## config.mk

```make
export PLATFORM = sky130hd
export DESIGN_NAME = muldiv_sequencer
export DESIGN_NICKNAME = d
export VERILOG_FILES = /design/src/rtl/muldiv_sequencer.sv
export SDC_FILE = /design/constraint.sdc
export NUM_CORES = 1
export LEC_CHECK = 0
export CAP_MARGIN = 20
export CORE_MARGIN = 5
export CORE_UTILIZATION = 60
export DETAILED_ROUTE_END_ITERATION = 10
export PLACE_DENSITY = 0.84
export SLEW_MARGIN = 20
export SYNTH_ARGS = -nofsm -noshare
export SYNTH_HDL_FRONTEND = slang
export SYNTH_SLANG_ARGS = --single-unit
```

## constraint.sdc

```tcl
create_clock -name clk -period 10.5 [get_ports clk]
set_clock_uncertainty 0.2 [all_clocks]
set_input_delay 3.15 -clock clk [delete_from_list [all_inputs] [get_ports clk]]
set_output_delay 3.15 -clock clk [all_outputs]
set_load 0.01 [all_outputs]
```

## src/rtl/muldiv_sequencer.sv

```systemverilog
// muldiv_sequencer: iterative RV32M multiply/divide unit behind a prev/next
// valid-stall handshake. One radix-2 step per cycle on a shared 33-bit adder.
// Optional build macro MULDIV_EARLY_OUT_EN: zero operands, divide by zero and
// signed overflow finish one cycle after acceptance instead of 32.
module muldiv_sequencer #(
  parameter int DATA_WIDTH              = 32,
  parameter int REGISTER_INDEXING_WIDTH = 5
) (
  input  logic                               clk,
  input  logic                               rst,
  input  logic                               prev_done,
  output logic                               stall_prev,
  output logic                               done_next,
  input  logic                               next_stall,
  input  logic [DATA_WIDTH-1:0]              lhs_in,
  input  logic [DATA_WIDTH-1:0]              rhs_in,
  input  logic [2:0]                         funct_3_in,
  input  logic [REGISTER_INDEXING_WIDTH-1:0] write_register_in,
  output logic [REGISTER_INDEXING_WIDTH-1:0] write_register_out,
  output logic [DATA_WIDTH-1:0]              result_data_out,
  output logic                               busy
);
  localparam int DW = DATA_WIDTH;
  localparam int RW = REGISTER_INDEXING_WIDTH;

  typedef enum logic [1:0] {IDLE, BUSY, DONE} state_t;

  state_t        state_q;
  logic [4:0]    count_q;
  logic [2:0]    op_q;
  logic          neg_q;
  logic [DW-1:0] hi_q, lo_q, opb_q, result_q;
  logic [RW-1:0] wr_q;

  logic          transfer_prev, transfer_next;

  assign done_next          = (state_q == DONE);
  assign busy               = (state_q != IDLE);
  assign result_data_out    = result_q;
  assign write_register_out = wr_q;

  // Handshake; stall_prev is forced high during reset independent of the clock.
  always_comb begin
    transfer_next = (state_q == DONE) && !next_stall;
    stall_prev    = !rst || (state_q == BUSY) || ((state_q == DONE) && next_stall);
    transfer_prev = prev_done && !stall_prev;
  end

  logic          lhs_signed, rhs_signed, lhs_neg, rhs_neg, rhs_zero, neg_in;
  logic [DW-1:0] lhs_mag, rhs_mag;

  // Operand decode: magnitudes plus the sign to apply to the final result.
  always_comb begin
    lhs_signed = funct_3_in[2] ? !funct_3_in[0] : (funct_3_in[1:0] != 2'b11);
    rhs_signed = funct_3_in[2] ? !funct_3_in[0] : !funct_3_in[1];
    lhs_neg    = lhs_signed && lhs_in[DW-1];
    rhs_neg    = rhs_signed && rhs_in[DW-1];
    lhs_mag    = lhs_neg ? -lhs_in : lhs_in;
    rhs_mag    = rhs_neg ? -rhs_in : rhs_in;
    rhs_zero   = (rhs_in == '0);
    case (funct_3_in)
      3'b100:         neg_in = (lhs_neg ^ rhs_neg) && !rhs_zero; // x/0 stays all-ones
      3'b110:         neg_in = lhs_neg;                          // remainder follows dividend
      3'b101, 3'b111: neg_in = 1'b0;
      default:        neg_in = lhs_neg ^ rhs_neg;
    endcase
  end

  logic [DW:0]     add_a, add_b;
  logic            add_cin;
  logic [DW+1:0]   add_sum;
  logic [DW-1:0]   hi_nxt, lo_nxt;

  // One iteration: shift-add multiply or restoring-divide trial subtraction.
  always_comb begin
    if (op_q[2]) begin
      add_a   = {hi_q, lo_q[DW-1]};
      add_b   = ~{1'b0, opb_q};
      add_cin = 1'b1;
    end else begin
      add_a   = {1'b0, hi_q};
      add_b   = lo_q[0] ? {1'b0, opb_q} : '0;
      add_cin = 1'b0;
    end
    add_sum = {1'b0, add_a} + {1'b0, add_b} + {{(DW+1){1'b0}}, add_cin};
    if (op_q[2]) begin
      // carry out set means no borrow: the divisor fits, quotient bit is 1
      hi_nxt = add_sum[DW+1] ? add_sum[DW-1:0] : add_a[DW-1:0];
      lo_nxt = {lo_q[DW-2:0], add_sum[DW+1]};
    end else begin
      hi_nxt = add_sum[DW:1];
      lo_nxt = {add_sum[0], lo_q[DW-1:1]};
    end
  end

  logic [2*DW-1:0] prod, prod_fix;
  logic [DW-1:0]   quo_fix, rem_fix, final_result;

  // Sign correction and result selection for the last iteration.
  always_comb begin
    prod     = {hi_nxt, lo_nxt};
    prod_fix = neg_q ? -prod : prod;
    quo_fix  = neg_q ? -lo_nxt : lo_nxt;
    rem_fix  = neg_q ? -hi_nxt : hi_nxt;
    case (op_q)
      3'b000:                 final_result = prod_fix[DW-1:0];
      3'b001, 3'b010, 3'b011: final_result = prod_fix[2*DW-1:DW];
      3'b100, 3'b101:         final_result = quo_fix;
      default:                final_result = rem_fix;
    endcase
  end

  logic early_stop;
`ifdef MULDIV_EARLY_OUT_EN
  logic          early_q, early_in, sgn_ovf;
  logic [DW-1:0] early_result;

  // Trivial cases whose result is known at acceptance.
  always_comb begin
    sgn_ovf  = funct_3_in[2] && !funct_3_in[0] &&
               (lhs_in == {1'b1, {(DW-1){1'b0}}}) && (rhs_in == '1);
    early_in = (lhs_in == '0) || rhs_zero || sgn_ovf;
    early_result = '0;
    if (funct_3_in[2]) begin
      if (rhs_zero)     early_result = funct_3_in[1] ? lhs_in : '1;
      else if (sgn_ovf) early_result = funct_3_in[1] ? '0 : lhs_in;
    end
  end
  assign early_stop = early_q;
`else
  assign early_stop = 1'b0;
`endif

  // Sequencer FSM and datapath registers.
  always_ff @(posedge clk or negedge rst) begin
    if (!rst) begin
      state_q  <= IDLE;
      count_q  <= '0;
      op_q     <= '0;
      neg_q    <= 1'b0;
      hi_q     <= '0;
      lo_q     <= '0;
      opb_q    <= '0;
      result_q <= '0;
      wr_q     <= '0;
`ifdef MULDIV_EARLY_OUT_EN
      early_q  <= 1'b0;
`endif
    end else if (transfer_prev) begin
      // transfer_prev is only possible in IDLE, or in DONE while the result leaves
      state_q <= BUSY;
      count_q <= '0;
      op_q    <= funct_3_in;
      neg_q   <= neg_in;
      hi_q    <= '0;
      lo_q    <= lhs_mag;
      opb_q   <= rhs_mag;
      wr_q    <= write_register_in;
`ifdef MULDIV_EARLY_OUT_EN
      early_q <= early_in;
      if (early_in) result_q <= early_result;
`endif
    end else begin
      case (state_q)
        BUSY: begin
          if (early_stop) begin
            state_q <= DONE;
          end else begin
            hi_q    <= hi_nxt;
            lo_q    <= lo_nxt;
            count_q <= count_q + 5'd1;
            if (count_q == 5'd31) begin
              result_q <= final_result;
              state_q  <= DONE;
            end
          end
        end
        DONE: if (transfer_next) state_q <= IDLE;
        default: ;
      endcase
    end
  end
endmodule

```

### Word level (Yosys, flattened, before mapping)

Cells that the tools add are included.

| operators by class | value |
|---|---|
| add/sub/neg operators | 8 |
| $mul | 0 |
| div/mod/pow operators | 0 |
| $lt $le $gt $ge | 0 |
| eq/ne operators | 15 |
| shift operators | 0 |
| mux-type cells | 26 |
| bitwise logic cells | 3 |
| reductions and logical operators | 24 |

Operators by type and width:

| cell | count |
|---|---|
| 32-bit two-way mux | 12 |
| 32-bit negator | 4 |
| 32-bit one-hot mux with 3 select lines | 1 |
| 33-bit two-way mux | 2 |
| 64-bit two-way mux | 1 |
| 64-bit negator | 1 |
| 33-bit by 33-bit adder with 34-bit output | 1 |
| 34-bit by 1-bit adder with 34-bit output | 1 |
| 32-bit NOT with 33-bit output | 1 |
| 32-bit logical NOT | 1 |
| 3-bit equality test (second input constant) | 6 |
| 5-bit two-way mux | 2 |
| 3-bit by 2-bit equality test with 1-bit output (second input constant) | 2 |
| 1-bit logical AND | 6 |
| 1-bit logical NOT | 6 |
| 2-bit two-way mux | 3 |
| 3-bit AND reduction | 2 |
| 5-bit by 1-bit adder with 5-bit output (second input constant) | 1 |
| 5-bit equality test (second input constant) | 1 |
| 2-bit one-hot mux with 2 select lines | 1 |
| 2-bit nonzero test | 2 |
| 2-bit OR reduction | 2 |
| 3-bit by 1-bit equality test with 1-bit output (second input constant) | 1 |
| 3-bit logical NOT | 1 |
| other kinds (12) | 15 |

| storage, ports and cells | value |
|---|---|
| register bits | 144 |
| latch bits | 0 |
| memory bits (writable) | 0 |
| ROM bits | 0 |
| input bits | 76 |
| output and inout bits | 40 |
| logic and storage cells | 85 |
| memories | 0 |

### Depth between registers and ports, before layout

| logic depth | value |
|---|---|
| word-level depth | 9 |
| mapped depth | 33 |
| mapped depth without buffers | 22 |

### Worst setup path before layout

Ideal clock, no wire load.

| path | value |
|---|---|
| path type | register -> register |
| start point | reg op_q[2] |
| end point | reg result_q[6] (netlist: result_data_out[6]) |
| library setup time | 0.064 ns |
| arrival | 7.478 ns |
| data required time | 10.236 ns |
| setup slack | 2.758 ns |
| stages on the path, launching flop included | 31 |
| path buffers | 11 |
| clock period less this slack | 7.742 ns |
| path through | dfrtp_1 > buf_4 > buf_2 > buf_1 > clkbuf_1 > buf_2 > buf_2 > buf_1 > clkbuf_1 > buf_1 > mux2_2 > ha_1 > a21oi_1 > o21ai_1 > a211oi_1 > o31a_1 > nand2_2 > clkbuf_1 > a21oi_1 > ha_1 > o211ai_1 > or3_1 > nor2_1 > nand2_1 > o21ai_1 > nand2b_1 > clkbuf_1 > a21oi_1 > a31o_2 > a211oi_1 > a21o_1 |

| on the way | value |
|---|---|
| cells in the longest elaborated chain, start to end | 8 |
| elaborated cells on any way between the ends | 23 |
| classes of those cells | add/sub (5); eq/ne (5); mux (10); reduce/logical (3) |

Ends and longest elaborated chain:

| what | line | source |
|---|---|---|
| start: declaration | 30 | `logic [2:0] op_q;` |
| start signal: assignment | 153 | `op_q <= funct_3_in;` |
| 33-bit two-way mux | 76 | `if (op_q[2]) begin` |
| 33-bit by 33-bit adder with 34-bit output | 85 | `add_sum = {1'b0, add_a} + {1'b0, add_b} + {{(DW+1){1'b0}}, add_cin};` |
| 34-bit by 1-bit adder with 34-bit output | 85 |  |
| 32-bit two-way mux | 88 | `hi_nxt = add_sum[DW+1] ? add_sum[DW-1:0] : add_a[DW-1:0];` |
| 32-bit two-way mux | 86 | `if (op_q[2]) begin` |
| 64-bit negator or 32-bit negator (tied branches) | 102, 104 |  |
| 64-bit two-way mux or 32-bit two-way mux (tied branches) | 102, 104 |  |
| 32-bit one-hot mux with 3 select lines * | 105 | `case (op_q)` |
| end signal: assignment | 173 | `result_q <= final_result;` |
| end: declaration | 32 | `logic [DW-1:0] hi_q, lo_q, opb_q, result_q;` |

Mark *: on every way between the ends. The rest lies on a longest branch, timed or not.
A chain may end at the register's enable or synchronous reset.

### Worst setup path after layout

| path | value |
|---|---|
| start point | in rst |
| end point | out stall_prev |

| on the way | value |
|---|---|
| cells in the longest elaborated chain, start to end | 3 |

Ends and longest elaborated chain:

| what | line | source |
|---|---|---|
| start: declaration | 10 | `input logic rst,` |
| 1-bit logical NOT (no line) | -- |  |
| 1-bit logical OR (2 in a row) | 45 | `stall_prev = !rst \|\| (state_q == BUSY) \|\| ((state_q == DONE) && next_stall);` |
| end: declaration | 12 | `output logic stall_prev,` |

No other way between the ends.

==> qor.csv <==
metric,value,unit
status,"finished, final reports clean",
via_per_inst,6.632,
worstPathArrival,4.45,ns
synthTopCellsByCount,"265 x nand2_1, 237 x o21ai_0, 144 x dfrtp_1",
cts_made_buffers,17,
die_w,157.8,microns
synth_area_leaders,"dfrtp_1 27%, o21ai_0 9.1%, nand2_1 7.6%",
tns,0,ns
firstDrtPassIters,6,
synth_top_family_by_area,compound AO/OA/AOI/OAI gates,
cts.htree.levels,4,
grt_overflow,0,
synth.area.mux_share,0.04039,
synth_top_area_share,0.2750,
synthAdderAreaFrac,0.03934,
netlist_area,13110,sq um
ys_warn_count,0,
clk_path_buf_depth,2,
ys.flop_type,dfrtp_1,
fillCellCount,1804,
place.gp.congestion,0.9921,
crit_path_max_fanout,83,
reg2reg_depth,20,
synthMostInstantiatedCell,nand2_1,
grt_pass1_vias,12870,
die_h,157.8,microns
max_cap_viol_count,0,
max_clock_freq,0.1282,GHz
final_hold_viol_count,0,
slew_violations,0,
clock-root-buffer,clkbuf_16,
clk_pin_slew_worst_paths,0.06,ns
r2r_start,op_q[2]$_DFFE_PN0P_,
hold_buffers,0,
postSynthCellCount,1731,
synth-edff-count,0,
synth_compound_area_frac,0.2924,
cts-resized-gates,0,
initial_core_util,0.6042,
min_path_type,reg2reg,
yosysSeqAreaShare,0.2750,
slew_headroom,0.4082,
finalCriticalPeriod,7.800,ns
syn_to_final_growth,14.02,%
vias,13730,
startpoint_type,input port,
die-area,24900,sq um
grt_pass1_wl,68570,microns
layout-drive-gt1-share,0.06816,
cts_tree,built,
reg2reg_to,result_data_out[6]$_DFFE_PN0P_,
drt_iter0_drc,1343,
io_buffer_count,115,
synth_xor_area_frac,0.08287,
wire_per_inst,20.80,microns
synthDistinctLibCells,97,
post_cts_buffers,0,
worstMarginPinSlew,0.8877,ns
grt_max_degree,93,
antenna_found_initial,0,
critPathCaptureType,output port,
dp_hpwl,32070,microns
reg2reg_setup_slack,2.70,ns
synth_seq_cells,144,
cp-startpoint,rst,
worstSetupPathType,in2out,
setup_viol,0,
cts.sinks,144,
rsz0062_at_grt,no,
yosysTopAreaCell,dfrtp_1,
finalCritPeriodShare,0.7428,
final_nets,1894,
insertion_delay,0.44,ns
final_antenna_net_count,0,
syn_nets,1847,
wl,43050,microns
core_area,21690,sq um
required,7.15,ns
drc,0,
syn_avg_cell_area,7.571,sq um
io_pins,116,
fp-row-count,54,
synthSimpleGateAreaFrac,0.2229,
antenna_cells,0,
async_reset_ff_frac,1.000,
grt_usage,0.3454,
crit_end,stall_prev,
-- how the worst min path moves through the flow --
stage / to / startpoint / cells after the start / slack (ns)
2_1_floorplan: opb_q[31]$_DFFE_PN0P_ / opb_q[31]$_DFFE_PN0P_ / 2 / 0.26
3_3_place_gp: write_register_out[1]$_DFFE_PN0P_ / write_register_out[1]$_DFFE_PN0P_ / 2 / 0.26
3_5_place_dp: write_register_out[1]$_DFFE_PN0P_ / write_register_out[1]$_DFFE_PN0P_ / 2 / 0.27
4_1_cts: write_register_out[1]$_DFFE_PN0P_ / write_register_out[1]$_DFFE_PN0P_ / 2 / 0.28
5_1_grt: write_register_out[4]$_DFFE_PN0P_ / write_register_out[4]$_DFFE_PN0P_ / 2 / 0.32
6_report: write_register_out[1]$_DFFE_PN0P_ / write_register_out[1]$_DFFE_PN0P_ / 2 / 0.28
-- routing by layer --
layer / track usage / share of wire / up-vias / routed length, microns
met5: 0 / 0 / - / 0
met4: 0.1499 / 0.044 / 0 / 1892
met3: 0.06616 / 0.086 / 132 / 3713
met2: 0.5099 / 0.43 / 696 / 18610
met1: 0.4946 / 0.44 / 6470 / 18840
li1: - / - / 6431 / -
-- critical path: stages --
cell and delay [ns]:
buf_6 0.53, nand3_1 0.19, clkdlybuf4s50_1 0.53
-- state kept, by name, indices dropped and copies added, names as in the netlist --
register	cells
state_q	2
opb_q	32
count_q	5
hi_q	32
write_register_out	5
op_q	3
neg_q	1
lo_q	32
result_data_out	32
-- cell usage in the layout (no fill, tap or decap), types with 43 or more instances in the layout --
| cell type | n |
|---|---|
| inv_1 | 51 |
| nor2_1 | 115 |
| xor2_1 | 56 |
| nor3_1 | 43 |
| a21oi_1 | 101 |
| nand2_1 | 265 |
| dfrtp_1 | 142 |
| o21ai_0 | 237 |
| nand3_1 | 72 |
| clkdlybuf4s50_1 | 114 |
| xnor2_1 | 68 |
-- area by class of cell --
class                           instances  area (sq um)  area share
Multi-Input combinational cell       1430          8907      0.5961
Clock inverter                         12         157.7     0.01055
Timing Repair Buffer                  133          1287     0.08617
Clock buffer                           19         432.9     0.02897
Sequential cell                       144          3608      0.2415
Tap cell                              280         350.3     0.02345
Inverter                               52         197.7     0.01323
-- logic make-up (layout without fill, tap and decap cells) --
| family | after synthesis | in the layout |
|---|---|---|
| AOI/OAI and AO/OA | 594 | 594 |
| DFF | 144 | 144 |
| xor gates and xnor gates | 124 | 124 |
| adders and majority gates | 40 | 40 |
| buffers and inverters | 157 | 216 |
| muxes | 51 | 51 |
| and+or+nand+nor | 621 | 621 |
-- through the flow --
| stage | area [sq um] | utilization | cells | setup WS (ns) | hold slack (ns) |
|---|---|---|---|---|---|
| global placement | 14340 | 0.6612 | 2039 | 2.673 | 0.2578 |
| floorplan | 13110 | - | 1731 | 2.758 | 0.2553 |
| CTS | 14930 | 0.6885 | 2070 | 2.660 | 0.2841 |
| finish | 14940 | 0.6889 | 2070 | 2.700 | 0.2815 |
| detailed placement | 14340 | 0.6612 | 2039 | 2.666 | 0.2660 |
| global route | 14940 | 0.6889 | 2070 | 2.187 | 0.3224 |
Power is left out: the tool's default activity adds up to more than one toggle a clock period on the data nets, which glitch-free logic cannot reach.
